==> src/rtl/cpu.sv <==
// VeriRISC accumulator CPU: 8-bit datapath, 5-bit address, 32x8 unified memory.
// Latency: every instruction takes 8 clocks (fixed fetch/execute phase sequence).
// Backpressure: none; runs freely from reset release until HLT, then freezes.

package opcodes;
    typedef enum logic [2:0] {
        HLT = 3'd0,
        SKZ = 3'd1,
        ADD = 3'd2,
        AND = 3'd3,
        XOR = 3'd4,
        LDA = 3'd5,
        STO = 3'd6,
        JMP = 3'd7
    } opcode_t;
endpackage

// Unified instruction/data store: 32 x 8, contents not reset.
// Latency: combinational read, write lands on the clock edge.
// Backpressure: none.
module cpu_mem (
    input  logic       clk,
    input  logic       wr,
    input  logic [4:0] addr,
    input  logic [7:0] wdata,
    output logic [7:0] rdata
);

    logic [7:0] memory [0:31];

    assign rdata = memory[addr];

    // Synchronous write; the array is loaded by backdoor so it carries no reset.
    always_ff @(posedge clk) begin
        if (wr) begin
            memory[addr] <= wdata;
        end
    end

endmodule

// Top-level core: phase sequencer, PC, IR, accumulator, ALU and memory.
// Latency: 8 clocks per instruction; halt asserts at the edge ending OP_ADDR of HLT.
// Backpressure: none; once halted all architectural state holds until reset.
module cpu
    import opcodes::*;
(
    input  logic clk,
    input  logic rst,
    output logic halt,
    output logic load_ir
);

    typedef enum logic [2:0] {
        INST_ADDR  = 3'd0,
        INST_FETCH = 3'd1,
        INST_LOAD  = 3'd2,
        IDLE       = 3'd3,
        OP_ADDR    = 3'd4,
        OP_FETCH   = 3'd5,
        ALU_OP     = 3'd6,
        STORE      = 3'd7
    } phase_t;

    phase_t     phase_q, phase_d;
    logic [4:0] pc_q, pc_d;
    logic [7:0] ir_q, ir_d;
    logic [7:0] acc_q, acc_d;
    logic       halt_q, halt_d;
    logic       load_ir_q, load_ir_d;

    logic       sel, rd, inc_pc, ld_pc, ld_ac, wr, data_e, halt_set;
    logic       run, aluop, zero;
    logic [4:0] pc_out, mux_addr;
    logic [7:0] alu_out, data, mem_rdata;
    opcode_t    opcode;

    assign opcode   = opcode_t'(ir_q[7:5]);
    assign pc_out   = pc_q;
    assign mux_addr = sel ? pc_q : ir_q[4:0];
    assign zero     = (acc_q == 8'h00);
    assign aluop    = (opcode == ADD) || (opcode == AND) ||
                      (opcode == XOR) || (opcode == LDA);
    assign run      = !halt_q;
    assign halt     = halt_q;
    assign load_ir  = load_ir_q;

    cpu_mem memory1 (
        .clk   (clk),
        .wr    (wr && run),
        .addr  (mux_addr),
        .wdata (data),
        .rdata (mem_rdata)
    );

    // Per-phase control decode; IR load strobe comes from the registered load_ir.
    always_comb begin
        sel      = 1'b0;
        rd       = 1'b0;
        inc_pc   = 1'b0;
        ld_pc    = 1'b0;
        ld_ac    = 1'b0;
        wr       = 1'b0;
        data_e   = 1'b0;
        halt_set = 1'b0;
        case (phase_q)
            INST_ADDR: begin
                sel = 1'b1;
            end
            INST_FETCH, INST_LOAD, IDLE: begin
                sel = 1'b1;
                rd  = 1'b1;
            end
            OP_ADDR: begin
                inc_pc   = 1'b1;
                halt_set = (opcode == HLT);
            end
            OP_FETCH: begin
                rd = aluop;
            end
            ALU_OP: begin
                rd     = aluop;
                inc_pc = (opcode == SKZ) && zero;
                ld_pc  = (opcode == JMP);
                data_e = (opcode == STO);
            end
            STORE: begin
                rd     = aluop;
                ld_ac  = aluop;
                inc_pc = (opcode == JMP);
                ld_pc  = (opcode == JMP);
                wr     = (opcode == STO);
                data_e = (opcode == STO);
            end
            default: begin
                sel = 1'b0;
            end
        endcase
    end

    // Shared data bus: accumulator drives it on stores, memory on reads, else idle low.
    always_comb begin
        data = 8'h00;
        if (data_e) begin
            data = acc_q;
        end else if (rd) begin
            data = mem_rdata;
        end
    end

    // ALU: 8-bit, carry discarded; non-ALU opcodes pass the accumulator through.
    always_comb begin
        alu_out = acc_q;
        case (opcode)
            ADD:     alu_out = acc_q + data;
            AND:     alu_out = acc_q & data;
            XOR:     alu_out = acc_q ^ data;
            LDA:     alu_out = data;
            default: alu_out = acc_q;
        endcase
    end

    // Next-state: everything advances only while not halted; ld_pc beats inc_pc.
    always_comb begin
        phase_d = phase_q;
        pc_d    = pc_q;
        ir_d    = ir_q;
        acc_d   = acc_q;
        halt_d  = halt_q | halt_set;
        if (run) begin
            phase_d = phase_t'(phase_q + 3'd1);
            if (ld_pc) begin
                pc_d = ir_q[4:0];
            end else if (inc_pc) begin
                pc_d = pc_q + 5'd1;
            end
            if (load_ir_q) begin
                ir_d = data;
            end
            if (ld_ac) begin
                acc_d = alu_out;
            end
        end
        load_ir_d = (phase_d == INST_LOAD) || (phase_d == IDLE);
    end

    // Phase sequencer and architectural state with registered halt/load_ir outputs.
    always_ff @(posedge clk or negedge rst) begin
        if (!rst) begin
            phase_q   <= INST_ADDR;
            pc_q      <= 5'd0;
            ir_q      <= 8'h00;
            acc_q     <= 8'h00;
            halt_q    <= 1'b0;
            load_ir_q <= 1'b0;
        end else begin
            phase_q   <= phase_d;
            pc_q      <= pc_d;
            ir_q      <= ir_d;
            acc_q     <= acc_d;
            halt_q    <= halt_d;
            load_ir_q <= load_ir_d;
        end
    end

endmodule

==> config.mk <==
export PLATFORM = sky130hd
export DESIGN_NAME = cpu
export DESIGN_NICKNAME = d
export VERILOG_FILES = /design/src/rtl/cpu.sv
export SDC_FILE = /design/constraint.sdc
export NUM_CORES = 1
export LEC_CHECK = 0
export BUFFER_PORTS_ARGS = -buffer_cell sky130_fd_sc_hd__buf_2
export CAP_MARGIN = 20
export CORE_ASPECT_RATIO = 1.25
export CORE_MARGIN = 1
export CORE_UTILIZATION = 50
export DETAILED_ROUTE_END_ITERATION = 12
export GPL_TIMING_DRIVEN = 1
export PLACE_DENSITY = 0.64
export SLEW_MARGIN = 25
export SYNTH_ARGS = -nofsm -noshare
export SYNTH_HDL_FRONTEND = slang
export SYNTH_SLANG_ARGS = --single-unit
==> constraint.sdc <==
create_clock -name clk -period 5.7 [get_ports clk]
set_input_delay 0 -clock clk [delete_from_list [all_inputs] [get_ports clk]]
set_output_delay 0 -clock clk [all_outputs]
set_load 0.03 [all_outputs]
==> results.md <==
- # diodes: 0
- Skew final: ~0.011 ns
- # H-tree levels: 1
- Crit path arrival time: 5.85 ns
- Post-CTS setup buffer count: 0
- Crit path time final: 5.36 ns
- Slew margin rel.: between 20% and 30%
- IR drop worst, VDD: 0.201 mV
- Drt first-iter violations: around 1,400
- Post-synthesis sequential area ratio: about three fifths
- Element type at the critical path end: flop
- Cell count after synthesis: around 1,100
- Core area: roughly 27,000 um^2
- Power Dens Cells: 265 nW/um^2
- Leakage Power: 5.80 nW
- Crit path max-delay family: compound AO/OA/AOI/OAI gates
- CTS tree: done
- Via density: just under 7
- WL final: 44,300 um
- Post_cts resized: 0
- Kind of start point of the critical path: flop
- Initial DRT Pass Iterations: 7
- Cell area after layout: 15,200 um^2
- Final setup viols: 0
- Final period utilization: 94.0%
- Commonest cells post-synth: edfxtp_1, nand2_1, nor2_1
- Cell taking the most area after synthesis: edfxtp_1
- HPWL Detailed: 29,700 um
- CTS Buffer Depth: 3
- Synth Cell Area: 13,700 um^2
- Maximum number of pins on one net before global-route repair: 39
- Primary FF master, synth: edfxtp_1
- DRC Markers: 0
- YS warnings: 0
- Critical path cell sequence: ha_1, ha_1, or4_4, and3_4, nor2_4, buf_4, a21oi_1, a22oi_1, o2111ai_1, a211oi_1, buf_4, nand2b_1, ha_1, a21o_1, a21o_1, a21o_1, a21oi_1, a21boi_0, o21ai_0, o221ai_1, a31oi_1
- FMAX: 187 MHz
- Max-slew violation count: 0
- FF-to-FF Start: phase_q[0]
- DP Area: 14,300 um^2
- Final antenna-violating net count: 0
- Most frequent cell after synthesis: edfxtp_1
- Synth area leaders: edfxtp_1, dfrtp_1, mux2i_1
- GRT Util Overall: 32.3%
- Vias in the first global route: roughly 10,000
- Clock sinks: 282
- TritonCTS buffer count: 28
- DIE AREA: 28,000 um^2
- Flip-flop and latch count after synthesis: around 280
- First-pass GRT wire length: between 60,000 and 70,000 um
- Root Buffer: clkbuf_16
- Row count: 67
- Number of fill cells: 2,257
- Syn Area/Cell: 12.2 um^2
- Post-synth top area share: between 50% and 60%
- Via count: just over 10,000
- Worst slew pin tran: 1.10 ns
- Outcome: complete, no violations
- Final setup margin: about 0.34 ns
- Place WS: approximately 0.40 ns
- Layout cells sized above 1: between 10% and 20%
- Crit. Startpoint: phase_q[0]
- Crit Path Category: reg2reg
- Chip width: 150 um
- Placed insts: 1,451
- CP max stage delay: 0.72 ns
- Port buffer count: 3
- Slowest CP cell: or4_4
- Syn Nets: 1,139
- Endpoints failing hold: 0
- Die Y: 187 um
- GP Congestion: 0.936
- Clk slew on worst S/H paths: roughly 0.070 ns
- Clock Latency Late Sink: 0.56 ns
- CP Buf/Inv Count: 2
- RSZ-0062 raised after global routing: false
- Worst Hold Class: in2async
- Setup Total Neg Slack: 0 ns
- Nets: approximately 1,200
- Number of synthesized flops with an enable pin: 256
- Synth async-reset ratio: 9.22%
- WL/cell: 29.5 um
- Top Ports: 4
- Initial antenna violation count: 0
- Grt ovf: 0
- Netlist cell types: 85
- Post-Layout Cell Count: 1,503
- Area delta synth->final: 11.3%
- Effective utilization at floorplan: 50.9%
- Worst EP required: 6.19 ns
- Max_cap viols: 0
- Total chip power: 4.02 mW
- CP Max Fanout: 23
worst paths after layout:
path,slack (ns),depth (start not counted),endpoint
worst max-delay path,0.34,21,acc_q[6]
worst min-delay path,0.02,2,halt
worst max register to register,0.34,21,acc_q[6]
worst min register to register,0.56,1,phase_q[0]
max in group asynchronous,5.26,2,phase_q[2]
min in group clk,0.56,1,phase_q[0]
report_power, final:
group / leakage, nW / total, mW / switching, mW / internal (mW)
logic: 2.04 / 0.00473 / 0.00403 / 0.000689
clock network: 0.427 / 1.79 / 0.815 / 0.978
registers: 3.33 / 2.22 / 0 / 2.22
total: 5.80 / 4.02 / 0.819 / 3.20
layout by cell type (no fill, tap or decap), types with 4 or more instances in the layout:
| cell type | n |
|---|---|
| clkinv_2 | 6 |
| nand3_1 | 55 |
| clkinv_1 | 4 |
| a2111o_1 | 5 |
| buf_12 | 6 |
| o2111ai_1 | 7 |
| o21ai_0 | 53 |
| mux2i_1 | 35 |
| nand4_1 | 22 |
| clkbuf_16 | 29 |
| nor2b_1 | 16 |
| nand2b_1 | 33 |
| dfrtp_1 | 26 |
| xnor2_1 | 4 |
| o211ai_1 | 7 |
| nand3b_1 | 7 |
| a31oi_1 | 18 |
| edfxtp_1 | 256 |
| a22oi_1 | 20 |
| a21oi_1 | 25 |
| nor3b_1 | 7 |
| nand2_1 | 89 |
| nor2_1 | 72 |
| and3b_1 | 4 |
| a211oi_1 | 44 |
| a32oi_1 | 15 |
| o22ai_1 | 6 |
| mux2_2 | 9 |
| and3_1 | 34 |
| nor3_1 | 14 |
| a21o_1 | 10 |
| buf_4 | 63 |
| a221o_1 | 7 |
| inv_1 | 11 |
| a211o_1 | 11 |
| ha_1 | 15 |
| nor2_2 | 5 |
| o221ai_1 | 6 |
per-layer routing:
metal  track usage (%)  share of wire [%]  vias up
met5                 0                  0        -
met4              14.6                5.4        0
met3              4.84                8.9      149
met2              53.2                 49      667
met1              41.9                 37     5069
li1                  -                  -     4400
cell families after synthesis:
family	after synthesis	share of synthesized area [%]
and+or+nand+nor	392	15.2
DFF	282	61.1
AOI/OAI and AO/OA	277	14.6
buffers and inverters	98	3.27
muxes	49	3.95
adders and majority gates	16	1.52
xor gates and xnor gates	7	0.449
stage by stage:
stage                     utilization, %  hold slack [ns]
final                               56.6           0.0160
after global routing                56.6           0.0754
after CTS                           56.6           0.0218
after detailed placement            53.3           0.0656
after global placement              53.3           0.0572
after floorplan                        -           -0.296
registers in the layout (all words and copies together) (netlist names):
register and count:
memory1.memory 256, halt 1, acc_q 8, pc_out 5, ir_q 8, phase_q 3
load_ir 1
what timing repair did:
action,4_1_cts,5_1_grt
setup endpoints to repair,0,1
hold endpoints to repair,26,0
hold buffers,1,0
cell type report:
class	count	area (um^2)	area share [%]
clock inverter	19	141	0.930
multi-input combinational	741	4890	32.2
clock buffer	32	737	4.85
timing repair buffer	73	618	4.07
tap	345	432	2.84
inverter	11	41.3	0.272
sequential	282	8340	54.9
Note: power is estimated with default switching activity, not from simulation.
